==> config.mk <==
export PLATFORM = sky130hd
export DESIGN_NAME = pause_arbiter
export DESIGN_NICKNAME = d
export VERILOG_FILES = /design/src/rtl/pause_arb_pkg.sv /design/src/rtl/pause_dim_timer.sv /design/src/rtl/pause_arbiter.sv
export SDC_FILE = /design/constraint.sdc
export NUM_CORES = 1
export LEC_CHECK = 0
export ABC_CLOCK_PERIOD_IN_PS = 3900
export BUFFER_PORTS_ARGS = -buffer_cell sky130_fd_sc_hd__buf_2
export CAP_MARGIN = 20
export CORE_MARGIN = 10
export CORE_UTILIZATION = 37
export DETAILED_ROUTE_END_ITERATION = 10
export PLACE_DENSITY = 0.53
export REMOVE_ABC_BUFFERS = 1
export SYNTH_ARGS = -nofsm -noshare
export SYNTH_HDL_FRONTEND = slang
export SYNTH_SLANG_ARGS = --single-unit
==> constraint.sdc <==
create_clock -name clk_sys -period 3.9 [get_ports clk_sys]
set_input_delay 0.585 -clock clk_sys [delete_from_list [all_inputs] [get_ports clk_sys]]
set_output_delay 0.585 -clock clk_sys [all_outputs]
set_load 0.02 [all_outputs]
==> src/rtl/pause_arb_pkg.sv <==
// Shared types and default timing constants for the pause/hiscore arbiter.
package pause_arb_pkg;

    typedef enum logic [2:0] {
        IDLE,
        WAIT_VBL,
        SETTLE,
        GRANT,
        RELEASE
    } arb_state_t;

    localparam int          SETTLE_CYCLES_DEF = 4;
    localparam logic [23:0] VBL_TIMEOUT_DEF   = 24'h3A980;   // 20 ms @ 12 MHz
    localparam logic [31:0] DIM_TIMEOUT_DEF   = 32'h7270E00; // 10 s @ 12 MHz

endpackage

==> src/rtl/pause_dim_timer.sv <==
// User pause toggle (edge detect on the registered button) and the saturating
// screen-dim timer that runs while the core is paused by the user or OSD.
module pause_dim_timer
    import pause_arb_pkg::*;
#(
    parameter logic [31:0] DIM_TIMEOUT = DIM_TIMEOUT_DEF
) (
    input  logic clk,
    input  logic rst_n,
    input  logic user_pause,
    input  logic ext_pause,
    output logic pause_toggle,
    output logic dim_video
);

    logic        btn_q, btn_d;
    logic        btn_prev_q, btn_prev_d;
    logic        toggle_q, toggle_d;
    logic [31:0] timer_q, timer_d;
    logic        dim_q, dim_d;
    logic        active;

    always_comb begin
        btn_d      = user_pause;
        btn_prev_d = btn_q;
        toggle_d   = toggle_q ^ (btn_q & ~btn_prev_q);
        active     = toggle_q | ext_pause;
        timer_d    = '0;
        if (active) begin
            timer_d = (timer_q >= DIM_TIMEOUT) ? timer_q : timer_q + 32'd1;
        end
        // Gated by active so a zero timeout cannot dim an unpaused screen.
        dim_d = active & (timer_d >= DIM_TIMEOUT);
    end

    always_ff @(posedge clk or negedge rst_n) begin
        if (!rst_n) begin
            btn_q      <= 1'b0;
            btn_prev_q <= 1'b0;
            toggle_q   <= 1'b0;
            timer_q    <= '0;
            dim_q      <= 1'b0;
        end else begin
            btn_q      <= btn_d;
            btn_prev_q <= btn_prev_d;
            toggle_q   <= toggle_d;
            timer_q    <= timer_d;
            dim_q      <= dim_d;
        end
    end

    assign pause_toggle = toggle_q;
    assign dim_video    = dim_q;

endmodule

==> src/rtl/pause_arbiter.sv <==
// Pause sequencing and work-RAM sharing between the core CPU and the hiscore
// engine. Define PAUSE_ARB_OSD_EN to add the osd_open pause input.
module pause_arbiter
    import pause_arb_pkg::*;
#(
    parameter int          ADDR_W        = 12,
    parameter int          DATA_W        = 8,
    parameter int          SETTLE_CYCLES = SETTLE_CYCLES_DEF,
    parameter logic [23:0] VBL_TIMEOUT   = VBL_TIMEOUT_DEF,
    parameter logic [31:0] DIM_TIMEOUT   = DIM_TIMEOUT_DEF
) (
    input  logic              clk_sys,
    input  logic              reset_n,
`ifdef PAUSE_ARB_OSD_EN
    input  logic              osd_open,
`endif
    input  logic              user_pause,
    input  logic              vblank,
    input  logic              hs_req,
    output logic              hs_grant,
    input  logic [ADDR_W-1:0] hs_addr,
    input  logic [DATA_W-1:0] hs_wdata,
    input  logic              hs_we,
    input  logic [ADDR_W-1:0] cpu_addr,
    input  logic [DATA_W-1:0] cpu_wdata,
    input  logic              cpu_we,
    output logic [ADDR_W-1:0] ram_addr,
    output logic [DATA_W-1:0] ram_wdata,
    output logic              ram_we,
    output logic              pause,
    output logic              dim_video,
    output logic              busy
);

    localparam int SETTLE_W = (SETTLE_CYCLES < 2) ? 1 : $clog2(SETTLE_CYCLES);

    arb_state_t          state_q, state_d;
    logic [23:0]         vbl_cnt_q, vbl_cnt_d;
    logic [SETTLE_W-1:0] settle_cnt_q, settle_cnt_d;
    logic                vbl_prev_q;
    logic                hs_grant_q, hs_hold_q, busy_q;
    logic                pause_toggle;
    logic                ext_pause;
    logic                halted;
    logic                vbl_rise;
    logic                sel_hs;

`ifdef PAUSE_ARB_OSD_EN
    assign ext_pause = osd_open;
`else
    assign ext_pause = 1'b0;
`endif

    pause_dim_timer #(
        .DIM_TIMEOUT (DIM_TIMEOUT)
    ) u_dim (
        .clk          (clk_sys),
        .rst_n        (reset_n),
        .user_pause   (user_pause),
        .ext_pause    (ext_pause),
        .pause_toggle (pause_toggle),
        .dim_video    (dim_video)
    );

    assign halted   = pause_toggle | ext_pause;
    assign vbl_rise = vblank & ~vbl_prev_q;

    always_comb begin
        state_d      = state_q;
        vbl_cnt_d    = vbl_cnt_q;
        settle_cnt_d = settle_cnt_q;
        case (state_q)
            IDLE: begin
                vbl_cnt_d    = '0;
                settle_cnt_d = '0;
                // A halted core needs no vblank alignment.
                if (hs_req) state_d = halted ? SETTLE : WAIT_VBL;
            end
            WAIT_VBL: begin
                if (!hs_req) begin
                    state_d = IDLE;
                end else if (vbl_rise || vbl_cnt_q == VBL_TIMEOUT - 24'd1) begin
                    state_d      = SETTLE;
                    settle_cnt_d = '0;
                end else begin
                    vbl_cnt_d = vbl_cnt_q + 24'd1;
                end
            end
            SETTLE: begin
                if (!hs_req) begin
                    state_d = RELEASE;
                end else if (settle_cnt_q == SETTLE_W'(SETTLE_CYCLES - 1)) begin
                    state_d = GRANT;
                end else begin
                    settle_cnt_d = settle_cnt_q + 1'b1;
                end
            end
            GRANT:   if (!hs_req) state_d = RELEASE;
            RELEASE: state_d = IDLE;
            default: state_d = IDLE;
        endcase
    end

    always_ff @(posedge clk_sys or negedge reset_n) begin
        if (!reset_n) begin
            state_q      <= IDLE;
            vbl_cnt_q    <= '0;
            settle_cnt_q <= '0;
            vbl_prev_q   <= 1'b0;
            hs_grant_q   <= 1'b0;
            hs_hold_q    <= 1'b0;
            busy_q       <= 1'b0;
        end else begin
            state_q      <= state_d;
            vbl_cnt_q    <= vbl_cnt_d;
            settle_cnt_q <= settle_cnt_d;
            vbl_prev_q   <= vblank;
            hs_grant_q   <= (state_d == GRANT);
            hs_hold_q    <= (state_d == SETTLE) || (state_d == GRANT) || (state_d == RELEASE);
            busy_q       <= (state_d != IDLE);
        end
    end

    // Mux decodes the state register directly so it only moves on a clock edge.
    assign sel_hs    = (state_q == GRANT);
    assign ram_addr  = sel_hs ? hs_addr  : cpu_addr;
    assign ram_wdata = sel_hs ? hs_wdata : cpu_wdata;
    assign ram_we    = sel_hs ? (hs_we & hs_grant_q) : cpu_we;

    assign hs_grant = hs_grant_q;
    assign pause    = pause_toggle | ext_pause | hs_hold_q;
    assign busy     = busy_q;

endmodule

# Word level (Yosys, flattened, before mapping)
# Index checks and enable logic that the tools add are counted.
[word_totals]
register_bits = 69
latchBits = 0
mem_bits_rw = 0
rom_bits = 0
inputBits = 47
wordCells = 68
memories = 0
[classes]
n_addsub = 3
multipliers = 0
div = 0
magnitude_cmp = 2
n_eq_ne = 13
shift = 0
muxes = 21
n_bitwise = 8
reduce_logical = 9
[ops]
columns = ["op", "count"]
rows = [
  ["32-bit by 27-bit greater-or-equal comparator with 1-bit output (second input constant)", 2],
  ["32-bit two-way mux", 2],
  ["24-bit two-way mux", 2],
  ["24-bit case mux with 2 select lines", 1],
  ["32-bit by 1-bit adder with 32-bit output (second input constant)", 1],
  ["24-bit by 1-bit adder with 24-bit output (second input constant)", 1],
  ["24-bit by 18-bit == test with 1-bit output (second input constant)", 1],
  ["3-bit two-way mux", 6],
  ["3-bit by 2-bit == test with 1-bit output (second input constant)", 4],
  ["12-bit two-way mux", 1],
  ["3-bit case mux with 4 select lines", 1],
  ["2-bit two-way mux", 5],
  ["2-bit != test (second input constant)", 5],
  ["8-bit two-way mux", 1],
  ["2-bit case mux with 3 select lines", 1],
  ["3-bit nonzero test", 2],
  ["5-bit AND reduction", 1],
  ["1-bit bitwise AND", 4],
  ["3-bit by 1-bit == test with 1-bit output (second input constant)", 1],
  ["3-bit == test (second input constant)", 1],
  ["3-bit logical NOT", 1],
  ["1-bit logical OR", 3],
  ["3-bit AND reduction", 1],
  ["2-bit by 1-bit adder with 2-bit output (second input constant)", 1],
  ["other kinds (6)", 7],
]

# Longest topological paths before layout
[depth]
word_depth = 9
ltp_mapped = 10

# Modules after synthesis
# Synthesis repeated with hierarchy kept, for this count alone.
[unflattened]
hier_cells = 428
area_unflattened_um2 = 4038.9
[modules_own_cells]
columns = ["mod", "n_inst", "cells_each", "area_each_um2", "seq_area_each_um2"]
rows = [
  ["pause_arbiter", 1, 220, 2069.5, 825.8],
  ["pause_dim_timer", 1, 208, 1969.4, 900.9],
]

# Least setup slack after synthesis
# No wires, ideal clock.
[synth_timing]
kind = "register -> register"
from = "register u_dim.timer_q[20]"
to = "register u_dim.dim_q, in the netlist u_dim.dim_video"
setup_time_ps = 128
t_arrival_ps = 2472
t_required_ps = 3772
path_slack_ps = 1300
stages_incl_launch_ff = 11
period_less_slack_ps = 2600
cell_sequence = "dfrtp_1 -> buf_6 -> or4_4 -> a2111oi_4 -> nor3_1 -> buf_4 -> nand3_2 -> mux2_2 -> o221a_2 -> nor4_1 -> o21ai_1"
[synth_via]
elab_chain_cells = 5
[synth_lines]
columns = ["item", "line_no", "source"]
rows = [
  ["start: declaration", "pause_dim_timer.sv:19", "logic [31:0] timer_q, timer_d;"],
  ["start signal: assignment", "pause_dim_timer.sv:47", "timer_q <= timer_d;"],
  ["32-bit by 1-bit adder with 32-bit output / 32-bit by 27-bit greater-or-equal comparator with 1-bit output (equally long branches)", "pause_dim_timer.sv:30", "timer_d = (timer_q >= DIM_TIMEOUT) ? timer_q : timer_q + 32'd1;"],
  ["32-bit two-way mux (*)", "pause_dim_timer.sv:30", ""],
  ["32-bit two-way mux (*)", "pause_dim_timer.sv:29", "if (active) begin"],
  ["32-bit by 27-bit greater-or-equal comparator with 1-bit output (*)", "pause_dim_timer.sv:33", "dim_d = active & (timer_d >= DIM_TIMEOUT);"],
  ["1-bit bitwise AND (*)", "pause_dim_timer.sv:33", ""],
  ["net u_dim.dim_d", "pause_dim_timer.sv:20", "logic dim_q, dim_d;"],
  ["end signal: assignment", "pause_dim_timer.sv:48", "dim_q <= dim_d;"],
  ["end: declaration", "pause_dim_timer.sv:20", ""],
]
# Mark *: on every way through the listed nets, which the timed path passes. The rest lies on a longest branch.
# A chain may end at the register's enable or synchronous reset.

# Worst setup path in the final report
[layout_timing]
from = "register state_q[1]"
to = "output port ram_addr[11]"
[layout_via]
elab_chain_cells = 2
[layout_lines]
columns = ["item", "line_no", "source"]
rows = [
  ["start: declaration", "pause_arbiter.sv:37", "arb_state_t state_q, state_d;"],
  ["start signal: assignment", "pause_arbiter.sv:114", "state_q <= state_d;"],
  ["3-bit by 2-bit == test with 1-bit output", "pause_arbiter.sv:125", "assign sel_hs = (state_q == GRANT);"],
  ["12-bit two-way mux", "pause_arbiter.sv:126", "assign ram_addr = sel_hs ? hs_addr : cpu_addr;"],
  ["end: declaration", "pause_arbiter.sv:27", "output logic [ADDR_W-1:0] ram_addr,"],
]
# Every way passes these cells.

==> results.sh <==
export IMPL_synth_simple_area_share=0.283
export IMPL_final_common_cell="buf_2"
export IMPL_async_reset_ff_frac=1.00
export IMPL_final_cell_mix="buf_2, dfrtp_1, nor2_1"
export IMPL_cts_root_buf="clkbuf_8"
export IMPL_grt_pass1_wl_mm=15.0
export IMPL_status="complete, no violations"
export IMPL_required_ns=3.31
export IMPL_synthesis_area_um2=3870
export IMPL_hold_viol=0
export IMPL_fp_dieH_um=122
export IMPL_port_buffers=71
export IMPL_via_count=3007
export IMPL_n_fill_cell=1022
export IMPL_max_cap_viol_count=0
export IMPL_synth_xor_xnor_area_share=0.0950
export IMPL_clock_sinks=69
export IMPL_final_cell_area_um2=4650
export IMPL_met2_usage=0.209
export IMPL_synth_top_area_frac=0.446
export IMPL_slew_headroom=0.429
export IMPL_use_met1=0.150
export IMPL_ys_seq_area_frac=0.446
export IMPL_nets=523
export IMPL_fp_dieW_um=122
export IMPL_grt_usage=0.122
export IMPL_peakVddDrop_mv=0.229
export IMPL_holdWs_ns=0.197
export IMPL_dieArea_um2=15000
export IMPL_hp_class="input port to asynchronous set/reset pin"
export IMPL_dr_pass1_iters=4
export IMPL_drive_gt1_frac=0.275
export IMPL_end_kind="output pin"
export IMPL_synthToLayoutAreaGrowth_pct=20.0
export IMPL_tightest_slew_ns=0.855
export IMPL_max_freq_mhz=340
export IMPL_synth_warnings=0
export IMPL_critical_path_arrival_ns=2.36
export IMPL_grt_busiest_layer="met2"
export IMPL_synth_area_leaders="dfrtp_1, mux2_2, xnor2_1, nor2_1, xor2_1"
export IMPL_synth_seq_cells=69
export IMPL_synth_compound_area_frac=0.0617
export IMPL_antenna_found_initial=0
export IMPL_regArea_um2=1730
export IMPL_place_area_um2=4390
export IMPL_routedWlPerCell_um=14.6
export IMPL_dp_hpwl_mm=6.79
export IMPL_antenna_cells=0
export IMPL_multi_input_area_um2=2040
export IMPL_grt_max_degree=29
export IMPL_ios=72
export IMPL_clk_latency_ns=0.35
export IMPL_overflow=0
export IMPL_place_congestion=0.879
export IMPL_powerDensity_nw_per_um2=438
export IMPL_synth_top_flop_cell="dfrtp_1"
export IMPL_setup_viol=0
export IMPL_core_area_um2=10300
export IMPL_grt_pass1_vias=3031
export IMPL_avgSynthCellArea_um2=9.71
export IMPL_start_util=0.377
export IMPL_tns_ns=0
export IMPL_synthMuxAreaShare=0.0740
export IMPL_cts_buffer_depth=2
export IMPL_slew_viol_final=0
export IMPL_clk_pin_slew_ns=0.08
export IMPL_rows=37
export IMPL_fin_skew_ns=0.0114
export IMPL_cts_resized=0
export IMPL_cp_start_kind="flop"
export IMPL_synthAdderAreaFrac=0.0129
export IMPL_numCtsBuffers=9
export IMPL_cts_tree="built"
export IMPL_cts_htree_levels=3
export IMPL_synth_edf_count=0
export IMPL_postCtsSetupRepairBufs=0
export IMPL_synth_top_area_cell="dfrtp_1"
export IMPL_drc=0
export IMPL_r2r_slack_ns=1.14
export IMPL_viasPerCell=4.91
export IMPL_leakagePower_nw=2.07
export IMPL_met3_usage=0.0271
export IMPL_crit_type="flop to output pin"
export IMPL_fin_crit_ns=2.95
export IMPL_rsz0062_at_grt="false"
export IMPL_min_period_over_period=0.755
export IMPL_routed_wl_mm=8.97
export IMPL_drtIter0Drc=133
export IMPL_worst_path_max_fanout=22
export IMPL_ant_nets=0
export IMPL_cts_hold_repair_buffers=0
export IMPL_yosysUniqueCellTypes=55
export IMPL_synth_top_family_by_area="simple AND/OR/NAND/NOR gates"
export IMPL_synthCells=399
## registers in the layout (all words and copies together) (netlist names)
| name | count |
|---|---|
| busy | 1 |
| hs_grant | 1 |
| hs_hold_q | 1 |
| settle_cnt_q | 2 |
| state_q | 3 |
| u_dim.btn_prev_d | 1 |
| u_dim.btn_prev_q | 1 |
| u_dim.dim_video | 1 |
| u_dim.pause_toggle | 1 |
| u_dim.timer_q | 32 |
| vbl_cnt_q | 24 |
| vbl_prev_q | 1 |
## per-stage QoR
step | setup WS [ns] | power (mW) | utilization | std cells
after global routing | 0.785 | 2.15 | 0.452 | 613
after CTS | 0.928 | 2.07 | 0.452 | 613
final | 0.955 | 2.04 | 0.452 | 613
after floorplan | 1.17 | 1.13 | - | 385
after global placement | 1.16 | 1.31 | 0.425 | 596
after detailed placement | 1.16 | 1.33 | 0.427 | 597
## area by class of cell
type / count / share of cell area
multi-input cells: 305 / 0.440
inverters: 11 / 0.00889
clock buffers: 11 / 0.0326
flip-flops and latches: 69 / 0.372
repair buffers: 76 / 0.0873
clock inverters: 5 / 0.0229
well taps: 136 / 0.0366
## report_power, final
group	internal (mW)	leakage, nW	switching [mW]
registers	0.763	0.944	0.0841
logic	0.183	0.999	0.271
clock network	0.461	0.126	0.274
total	1.41	2.07	0.629
## synth_stat cells (2+ instances only)
cell and number:
or3_1 3, nand4_1 11, o21ai_0 8, a211oi_1 4, clkbuf_1 9, nor2_1 49
nor4_1 3, nand4b_1 2, mux2i_1 5, or4_4 2, xor2_1 17, inv_1 11
nand2_1 38, or2_2 3, o211ai_1 2, or4_1 2, nor3_1 7, nand3_1 17
and2_1 20, and4_1 4, a21oi_1 4, and3_1 12, nor2b_1 11, mux2_2 21
buf_1 2, ha_1 4, dfrtp_1 69, a31oi_1 2, o21ai_1 2, xnor2_1 25
nand2b_1 5, nor4_2 2
## per-layer routing
metal	up-vias	wire length (um)
met1	1440	3950
met2	30	4690
li1	1525	-
met4	0	106
met5	-	0
met3	12	216
## path summary, 6_finish.rpt
check,startpoint,end,cells after the start
min reg2reg,u_dim.btn_prev_d,u_dim.btn_prev_q,0
max,state_q[1],ram_addr[11],4
max reg2reg,u_dim.timer_q[20],u_dim.dim_video,9
max in group asynchronous,reset_n,vbl_cnt_q[21],3
min in group clk_sys,user_pause,u_dim.btn_prev_d,1
min,reset_n,u_dim.timer_q[16],1
## critical path, cell delays in order (launching register included)
cell and delay, ns:
dfrtp_1 0.55, nor2b_1 0.27, nand2_1 0.54, mux2_2 0.49, buf_2 0.17
## kinds of logic after synthesis
kind of cell,after synthesis
compound gates,32
simple gates,201
flops,69
buf+inv,25
xor+xnor,42
mux,26
fa+ha+maj,4
Power figures use the tool's default switching activity.
